`config.mk`:
```
export PLATFORM = sky130hd
export DESIGN_NAME = shift_div_pipe
export DESIGN_NICKNAME = d
export VERILOG_FILES = /design/src/rtl/shift_div_pipe.sv
export SDC_FILE = /design/constraint.sdc
export NUM_CORES = 1
export LEC_CHECK = 0
export BUFFER_PORTS_ARGS = -buffer_cell sky130_fd_sc_hd__buf_4
export CORE_ASPECT_RATIO = 0.7
export CORE_UTILIZATION = 50
export DETAILED_ROUTE_END_ITERATION = 10
export PLACE_DENSITY_LB_ADDON = 0.2
export RECOVER_POWER = 25
export SLEW_MARGIN = 20
export SYNTH_ARGS = -nofsm -noshare
export SYNTH_HDL_FRONTEND = slang
export SYNTH_SLANG_ARGS = --single-unit
```
`constraint.sdc`:
```
create_clock -name clk -period 1.33 [get_ports clk]
set_input_delay 0.266 -clock clk [delete_from_list [all_inputs] [get_ports clk]]
set_output_delay 0.266 -clock clk [all_outputs]
set_load 0.005 [all_outputs]
```
`src/rtl/shift_div_pipe.sv`:
```
// Three-stage pipelined power-of-two divider: quotient = d >> k, remainder = d mod 2^k.
// Optional build macro SHIFT_DIV_ROUND_EN rounds the quotient half-up in the last stage.
module shift_div_pipe #(
  parameter int DATA_W = 8,
  parameter int TAG_W  = 4
) (
  input  logic              clk,
  input  logic              rst_n,
  input  logic              in_valid,
  output logic              in_ready,
  input  logic [DATA_W-1:0] in_data,
  input  logic [2:0]        in_k,
  input  logic [TAG_W-1:0]  in_tag,
  output logic              out_valid,
  input  logic              out_ready,
  output logic [DATA_W-1:0] out_q,
  output logic [DATA_W-1:0] out_r,
  output logic [TAG_W-1:0]  out_tag,
  output logic              busy
);

  // Inner stages still need the exponent bits; the output stage does not.
  typedef struct packed {
    logic              v;
    logic [2:0]        k;
    logic [DATA_W-1:0] q;
    logic [DATA_W-1:0] r;
    logic [TAG_W-1:0]  tag;
  } stage_t;

  typedef struct packed {
    logic              v;
    logic [DATA_W-1:0] q;
    logic [DATA_W-1:0] r;
    logic [TAG_W-1:0]  tag;
  } out_stage_t;

  stage_t     r_s1, r_s2, w_s1_nxt, w_s2_nxt;
  out_stage_t r_s3, w_s3_nxt;

  logic              w_s1_load, w_s2_load, w_s3_load, w_accept;
  logic [DATA_W-1:0] w_s2_bits, w_s3_bit, w_s3_q, w_s3_r;

  // A stage loads when it is empty or its content moves on this cycle.
  assign w_s3_load = !r_s3.v || out_ready;
  assign w_s2_load = !r_s2.v || w_s3_load;
  assign w_s1_load = !r_s1.v || w_s2_load;
  assign in_ready  = rst_n && w_s1_load;
  assign w_accept  = in_valid && in_ready;

  always_comb begin
    // NOTE: every variable gets a default at the top of the block so that no path
    // leaves it unassigned; otherwise synthesis infers a latch.
    w_s1_nxt = r_s1;
    if (w_s1_load) begin
      w_s1_nxt.v = w_accept;
      if (w_accept) begin
        w_s1_nxt.k   = in_k;
        w_s1_nxt.tag = in_tag;
        w_s1_nxt.q   = in_k[2] ? (in_data >> 4) : in_data;
        w_s1_nxt.r   = in_k[2] ? {{(DATA_W-4){1'b0}}, in_data[3:0]} : '0;
      end
    end
  end

  always_comb begin
    w_s2_bits = DATA_W'(r_s1.q[1:0]) << {r_s1.k[2], 2'b00};
    w_s2_nxt  = r_s2;
    if (w_s2_load) begin
      w_s2_nxt.v = r_s1.v;
      if (r_s1.v) begin
        w_s2_nxt = r_s1;
        if (r_s1.k[1]) begin
          w_s2_nxt.q = r_s1.q >> 2;
          w_s2_nxt.r = r_s1.r | w_s2_bits;
        end
      end
    end
  end

  always_comb begin
    w_s3_bit = DATA_W'(r_s2.q[0]) << {r_s2.k[2], r_s2.k[1], 1'b0};
    w_s3_q   = r_s2.k[0] ? (r_s2.q >> 1) : r_s2.q;
    w_s3_r   = r_s2.k[0] ? (r_s2.r | w_s3_bit) : r_s2.r;
`ifdef SHIFT_DIV_ROUND_EN
    // Remainder bit k-1 set means r >= 2^(k-1); q < 2^(DATA_W-1) so no overflow.
    if ((r_s2.k != 3'd0) && w_s3_r[r_s2.k - 3'd1])
      w_s3_q = w_s3_q + {{(DATA_W-1){1'b0}}, 1'b1};
`endif
    w_s3_nxt = r_s3;
    if (w_s3_load) begin
      w_s3_nxt.v = r_s2.v;
      if (r_s2.v) begin
        w_s3_nxt.q   = w_s3_q;
        w_s3_nxt.r   = w_s3_r;
        w_s3_nxt.tag = r_s2.tag;
      end
    end
  end

  // NOTE: data fields are reset along with the valid bits because the output
  // stage drives the ports directly and must read zero while rst_n is low.
  always_ff @(posedge clk or negedge rst_n) begin
    if (!rst_n) begin
      r_s1 <= '0;
      r_s2 <= '0;
      r_s3 <= '0;
    end else begin
      // NOTE: non-blocking assignments so every stage samples the pre-edge value
      // of its predecessor, regardless of statement order.
      r_s1 <= w_s1_nxt;
      r_s2 <= w_s2_nxt;
      r_s3 <= w_s3_nxt;
    end
  end

  assign out_valid = r_s3.v;
  assign out_q     = r_s3.q;
  assign out_r     = r_s3.r;
  assign out_tag   = r_s3.tag;
  assign busy      = r_s1.v | r_s2.v | r_s3.v;

endmodule

```
==> impl_metrics.csv, run 1 <==
group,metric,value,unit
run_status,outcome,"finished with violations",
run_status,failing_checks,"setup timing",
die,initial_utilization,0.524,
critical_path,crit-reg2reg-capture,"r_s1[19]",
yosys,yosysTopAreaCellShare,0.564,
cts,cts_num_sinks,62,
worst_hold_path,holdPathEnd,"r_s1[21]",
yosys,synthTopCellsByArea,"sky130_fd_sc_hd__dfrtp_1, sky130_fd_sc_hd__mux2_2, sky130_fd_sc_hd__mux2i_1, sky130_fd_sc_hd__a21oi_1, sky130_fd_sc_hd__mux2_4",
place,gp_congestion,0.720,
power_and_ir_drop,power_switching_share,0.276,
power_and_ir_drop,intPower,4.10,mW
timing,max_freq,634,MHz
detailed_routing,ant_nets,0,
place,buffer_ports.inserted,40,
critical_path,critical_path_class,"flop to primary output",
final_layout,antenna-diode-count,0,
die,std_cell_rows,22,
detailed_routing,drt-wirelength-per-cell,16.2,µm
power_and_ir_drop,report.power.total,5.66,mW
critical_path,r2r_slack,-90,ps
critical_path,endpoint_kind,"primary output",
detailed_routing,routed.top_layer,"met4",
global_route,globalRouteTotalUtil,0.211,
power_and_ir_drop,pwr_density_cell,1570,nW/µm²
die,die_footprint,5810,µm²
timing,timing.final.ws_setup,-246,ps
power_and_ir_drop,seqPwrFrac,0.483,
power_and_ir_drop,clock_network_power_share,0.247,
yosys,dominant_cell_type_by_area_after_synthesis,"sky130_fd_sc_hd__dfrtp_1",
cts,clock_latency_of_the_later_clocked_register_in_the_worst_skew_pair,330,ps
power_and_ir_drop,share_comb_of_total_power,0.269,
timing,clock_skew,4.44,ps
detailed_routing,wirelength,5.67,mm
cts,tritoncts,"yes",
cts,cts_hold_buffers_added,0,
global_route,maximum_number_of_pins_on_one_net_before_global_route_repair,63,
critical_path,start_kind,"flop",
detailed_routing,post_drt_via_cell_ratio,5.13,
global_route,grt_pass1_vias,1761,
detailed_routing,drt_pass1_iterations,4,
worst_hold_path,critical_hold_path_startpoint,"in_k[1]",
yosys,yosys_warnings,0,
power_and_ir_drop,leakage,1.77,nW
worst_hold_path,worst_hold_path_type,"input port to flop",
critical_path,worst_ep_arrival_time,1310,ps
place,post_dp_cell_area,3230,µm²
yosys,netlist_instances,212,
cts,htreeDepth,3,
yosys,synthesis.nets,231,
detailed_routing,via_count,1795,
place,dp_cells,325,
detailed_routing,detail_route.drc_violations,0,
timing,timing_max_transition_violations_final,0,
timing,total_negative_slack_for_setup_checks,-1270,ps
cts,cts_root_buffer,"sky130_fd_sc_hd__clkbuf_8",
detailed_routing,drt-met1-wl,2.84,mm
cts,clk_pin_slew_worst_paths,60,ps
detailed_routing,wl_met3,183,µm
power_and_ir_drop,worst_ir_drop_vdd,0.000694,V
die,floorplan.io_pins,42,
critical_path,path_max_fanout,2,
timing,finalSetupViolCount,17,
global_route,grt-ovfl-total,0,
yosys,postSynthRegisterBits,62,
timing,timing.final.crit_period,1580,ps
power_and_ir_drop,power_switching,1.56,mW
final_layout,layout_overhead_on_the_synthesized_area,31.2,%
place,worst_slack_at_placement,-69.2,ps
global_route,antenna_violations_before_repair,0,
die,die_width,90.7,µm
yosys,synth_area_per_cell,13.0,µm²
timing,worst-slew-pin-transition,817,ps
critical_path,crit_path_launch,"r_s1[23]",
final_layout,drive_gt1_frac,0.450,
critical_path,rr_worst_depth,5,
cts,cts_buffers,9,
final_layout,fin_nets,293,
detailed_routing,drt-initial-drc-count,127,
timing,number_of_failing_hold_endpoints_at_the_final_stage,0,
place,detailed_place_hpwl,3.53,mm
yosys,post_synth_num_cell_types,25,
job,max-cap-violations,0,
worst_hold_path,number_of_cells_traversed_by_the_worst_hold_path,2,
final_layout,fin_cells,350,
yosys,ys_seq_area_frac,0.564,
critical_path,rr_startpoint,"out_valid",
yosys,syn_area,2750,µm²
global_route,grt_first_pass_wirelength,9.10,mm
timing,post-route-period-util,1.19,
die,coreArea,5260,µm²
detailed_routing,wl_met2,2.57,mm
timing,rsz0062_at_grt,"true",
die,die_h,64.1,µm
critical_path,cp_data_required_time,1060,ps
timing,timing.slew.headroom,0.455,
final_layout,design_area,3610,µm²
cts,clockBufferDepth,2,
cells in the final DEF (no fill, tap or decap), types with 2 or more instances in the layout:
cell type,Yosys,final
sky130_fd_sc_hd__clkbuf_8,0,11
sky130_fd_sc_hd__dfrtp_1,62,60
sky130_fd_sc_hd__a41oi_1,3,3
sky130_fd_sc_hd__mux2i_1,19,19
sky130_fd_sc_hd__and3_1,2,2
sky130_fd_sc_hd__buf_6,2,4
sky130_fd_sc_hd__mux2_2,34,12
sky130_fd_sc_hd__nand2b_1,3,2
sky130_fd_sc_hd__buf_4,3,53
sky130_fd_sc_hd__nor2b_1,8,8
sky130_fd_sc_hd__buf_12,1,4
sky130_fd_sc_hd__nand2_1,8,6
sky130_fd_sc_hd__clkbuf_1,4,5
sky130_fd_sc_hd__dfrtp_2,0,2
sky130_fd_sc_hd__a21oi_1,29,29
sky130_fd_sc_hd__inv_1,8,8
sky130_fd_sc_hd__a31oi_1,7,7
sky130_fd_sc_hd__mux2_4,6,28
per-stage QoR:
stage,utilization,hold slack [ps]
2_1_floorplan,-,-29.6
3_3_place_gp,0.614,435
3_5_place_dp,0.614,427
4_1_cts,0.678,72.7
5_1_grt,0.687,158
6_report,0.687,169
sequential cells by signal (all words and copies together), names as in the netlist:
register	flops
r_s2	22
r_s1	20
out_q	8
out_r	7
out_tag	4
out_valid	1
worst max path at each step:
| stage | endpoint | depth (start not counted) |
|---|---|---|
| floorplan | r_s1[14] | 6 |
| global placement | r_s1[22] | 4 |
| detailed placement | r_s1[2] | 4 |
| CTS | busy | 3 |
| global route | busy | 3 |
| finish | busy | 3 |
final cells by class:
class | count | area (µm²)
clock buffers | 14 | 163
clock inverters | 1 | 5.00
fillers | 401 | 1650
inverters | 8 | 30.0
multi-input cells | 127 | 1180
flip-flops and latches | 62 | 1550
well taps | 72 | 90.1
repair buffers | 66 | 591
per-layer routing:
layer  track usage  vias to the layer above
met5             0                        -
met4        0.0907                        0
li1              -                      868
met1         0.290                      881
met2         0.323                       38
met3        0.0488                        8
repair_timing:
action,in CTS,in global routing
setup endpoints to repair,20,43
endpoints found under the hold margin,0,0
pin swaps,2,1
setup buffers,6,5
cloned,2,1
resized for setup,18,19
worst max-delay path: stages (launching register included):
cell	delay, ps
sky130_fd_sc_hd__dfrtp_1	420
sky130_fd_sc_hd__buf_6	130
sky130_fd_sc_hd__or3_1	300
sky130_fd_sc_hd__buf_4	140
power by group through the flow:
stage,clock [mW],sequential [mW],combinational (mW)
final,1.40,2.74,1.52
after global routing,1.52,2.81,1.67
after CTS,1.44,2.72,1.46
after detailed placement,0,2.76,1.35
after global placement,0,2.73,1.33
after floorplan,0,2.65,0.772
cells in the mapped netlist:
| cell type | number |
|---|---|
| sky130_fd_sc_hd__and2_1 | 2 |
| sky130_fd_sc_hd__nor2b_4 | 1 |
| sky130_fd_sc_hd__buf_6 | 2 |
| sky130_fd_sc_hd__mux2i_1 | 19 |
| sky130_fd_sc_hd__nand2_1 | 8 |
| sky130_fd_sc_hd__nand3b_2 | 1 |
| sky130_fd_sc_hd__nand4_1 | 1 |
| sky130_fd_sc_hd__nand2b_1 | 3 |
| sky130_fd_sc_hd__buf_1 | 1 |
| sky130_fd_sc_hd__a41oi_1 | 3 |
| sky130_fd_sc_hd__a31oi_1 | 7 |
| sky130_fd_sc_hd__clkbuf_1 | 4 |
| sky130_fd_sc_hd__and3_1 | 2 |
| sky130_fd_sc_hd__buf_2 | 4 |
| sky130_fd_sc_hd__conb_1 | 1 |
| sky130_fd_sc_hd__buf_12 | 1 |
| sky130_fd_sc_hd__or3_1 | 1 |
| sky130_fd_sc_hd__nor2b_1 | 8 |
| sky130_fd_sc_hd__a21oi_1 | 29 |
| sky130_fd_sc_hd__mux2_2 | 34 |
| sky130_fd_sc_hd__buf_4 | 3 |
| sky130_fd_sc_hd__mux2_4 | 6 |
| sky130_fd_sc_hd__inv_1 | 8 |
| sky130_fd_sc_hd__nand4b_4 | 1 |
| sky130_fd_sc_hd__dfrtp_1 | 62 |
cells by family (layout without fill, tap and decap cells):
family | Yosys count | count (layout) | share of synthesized area
buffers and inverters | 23 | 89 | 0.0486
DFF | 62 | 62 | 0.564
AOI/OAI and AO/OA | 39 | 39 | 0.0782
and+or+nand+nor | 28 | 28 | 0.0673
other | 1 | 1 | 0.00136
muxes | 59 | 59 | 0.241
(Power assumes the default switching activity.)
==> inputs of run 2 (changes only) <==
SETUP_SLACK_MARGIN = 0.02   (was default)
==> run 2 against run 1 <==
  * The run still ends with setup timing left
  * Die area is the same
  * First-iteration DRC count shrank 35%
  * Final cell count is the same
  * Design area shrank 0.35%
  * Clock skew grew 1.2 ps
  * Sequential share of layout area grew 0.15 points
  * Count of clock-buffer cells in the layout is the same
  * Critical path type unchanged
  * Critical endpoint unchanged
==> impl_metrics.csv, run 2 (synthesized netlist as in run 1, its figures left out) <==
group,metric,value,unit
timing,post-route-period-util,1.19,
timing,finalSetupViolCount,34,
detailed_routing,drt_pass1_iterations,4,
die,die_h,64.1,µm
place,gp_congestion,0.734,
job,max-cap-violations,0,
critical_path,critical_path.slowest_cell,"sky130_fd_sc_hd__dfrtp_2",
detailed_routing,detail_route.drc_violations,0,
detailed_routing,wirelength,5.43,mm
critical_path,r2r_slack,-190,ps
die,initial_utilization,0.524,
global_route,globalRouteTotalUtil,0.212,
place,post_dp_cell_area,3230,µm²
place,detailed_place_hpwl,3.56,mm
die,coreArea,5260,µm²
final_layout,nFillCells,382,
run_status,outcome,"finished with violations",
detailed_routing,wl_met2,2.56,mm
die,die_footprint,5810,µm²
die,std_cell_rows,22,
detailed_routing,drt-wirelength-per-cell,15.5,µm
critical_path,start_kind,"flop",
timing,rsz0062_at_grt,"true",
detailed_routing,post_drt_via_cell_ratio,5.25,
detailed_routing,routed.top_layer,"met4",
cts,cts_num_sinks,62,
global_route,maximum_number_of_pins_on_one_net_before_global_route_repair,63,
cts,clock_latency_of_the_later_clocked_register_in_the_worst_skew_pair,330,ps
timing,timing_max_transition_violations_final,0,
global_route,grt-ovfl-total,0,
run_status,failing_checks,"setup timing",
detailed_routing,wl_met3,232,µm
final_layout,design_area,3600,µm²
timing,clock_skew,5.63,ps
timing,timing.final.crit_period,1590,ps
final_layout,area_taken_by_multi_input_logic_gates,1130,µm²
global_route,antenna_violations_before_repair,0,
timing,timing.slew.headroom,0.457,
cts,clk_pin_slew_worst_paths,60,ps
critical_path,timing.critical_path.cells,"buf_6 > or3_1 > buf_4",
critical_path,critPathMaxStageDelay,430,ps
power_and_ir_drop,pwr_density_cell,1590,nW/µm²
die,die_width,90.7,µm
power_and_ir_drop,report.power.total,5.73,mW
global_route,grt_first_pass_wirelength,9.18,mm
power_and_ir_drop,worst_ir_drop_vdd,0.000758,V
timing,worst-slew-pin-transition,815,ps
final_layout,fin_nets,293,
final_layout,regMostFlops,"r_s2",
final_layout,seqCellArea,1550,µm²
detailed_routing,drt-initial-drc-count,83,
cts,cts_root_buffer,"sky130_fd_sc_hd__clkbuf_8",
power_and_ir_drop,leakage,1.74,nW
critical_path,path_max_fanout,3,
final_layout,largest_register_ffs,22,
final_layout,antenna-diode-count,0,
critical_path,cp_data_required_time,1060,ps
final_layout,layout_overhead_on_the_synthesized_area,30.7,%
detailed_routing,via_count,1838,
detailed_routing,drt-met1-wl,2.57,mm
critical_path,worst_ep_arrival_time,1320,ps
critical_path,endpoint_kind,"primary output",
final_layout,drive_gt1_frac,0.450,
cts,clockBufferDepth,2,
final_layout,most-common-layout-cells,"sky130_fd_sc_hd__dfrtp_1, sky130_fd_sc_hd__buf_4, sky130_fd_sc_hd__a21oi_1, sky130_fd_sc_hd__mux2_2, sky130_fd_sc_hd__mux2i_1",
timing,max_freq,630,MHz
cts,cts_buffers,9,
timing,timing.final.ws_setup,-256,ps
worst_hold_path,worst_hold_path_type,"input port to flop",
critical_path,critical_path_class,"flop to primary output",
global_route,grt_pass1_vias,1783,
final_layout,postLayoutCoreUtil,0.684,
timing,whs,163,ps
cts,tritoncts,"yes",
place,buffer_ports.inserted,40,
timing,number_of_failing_hold_endpoints_at_the_final_stage,0,
final_layout,final_common_cell,"sky130_fd_sc_hd__dfrtp_1",
critical_path,timing.critical_path.max_delay_family,"flip-flops",
critical_path,cp.buffers_inverters,2,
cts,htreeDepth,3,
die,floorplan.io_pins,42,
detailed_routing,ant_nets,0,
## run 2: cell count changes in the layout (fill, tap and decap cells not counted), moves of 2 or more
cell	change
sky130_fd_sc_hd__buf_6	+3
sky130_fd_sc_hd__buf_4	-5
sky130_fd_sc_hd__mux2_4	-13
sky130_fd_sc_hd__mux2_2	+13
sky130_fd_sc_hd__buf_12	+2
## run 2: where the power goes
part / switching (mW) / internal (mW)
Combinational: 0.537 / 0.922
Clock: 0.638 / 0.910
Sequential: 0.359 / 2.36
Total: 1.54 / 4.20
## run 2: path summary, 6_finish.rpt
path	from	endpoint	cells past startpoint
min reg2reg	r_s2[0]	out_tag[0]	1
min	in_tag[0]	r_s1[0]	2
max	r_s2[23]	busy	3
max reg2reg	r_s2[23]	r_s1[0]	6
min in group asynchronous	rst_n	r_s1[23]	3
max in group asynchronous	rst_n	out_valid	3
## run 2: stage by stage
| stage | TNS (ps) | instances | worst slack (ps) |
|---|---|---|---|
| CTS | -4120 | 347 | -270 |
| detailed placement | -352 | 326 | -46.5 |
| global route | -5270 | 350 | -296 |
| floorplan | -399 | 212 | -66.6 |
| finish | -3780 | 350 | -256 |
| global placement | -5.93 | 326 | -1.05 |
## run 2: per-layer routing
layer,GRT usage,up-vias
met5,0,-
met4,0.0605,0
met3,0.0726,8
met2,0.317,36
met1,0.293,918
li1,-,876
## run 2: worst register-to-register path: cells and delay by family, from the launching register on
kind,cells,cell delay (ps)
buffers and inverters,3,400
muxes,1,290
and+or+nand+nor,2,270
DFF,1,430
## run 2: final cells by class
cell class | count | area share
clock inverter | 1 | 0.00834
inverter | 8 | 0.00834
clock buffer | 14 | 0.0424
sequential | 62 | 0.432
timing repair buffer | 66 | 0.171
multi-input combinational | 127 | 0.313
tap | 72 | 0.0250
## run 2: timing repair
action	in CTS	in global routing
pin swaps	2	0
hold buffers	0	0
resized for setup	10	18
setup endpoints to repair	28	52
gates cloned	1	1
buffers inserted	5	3
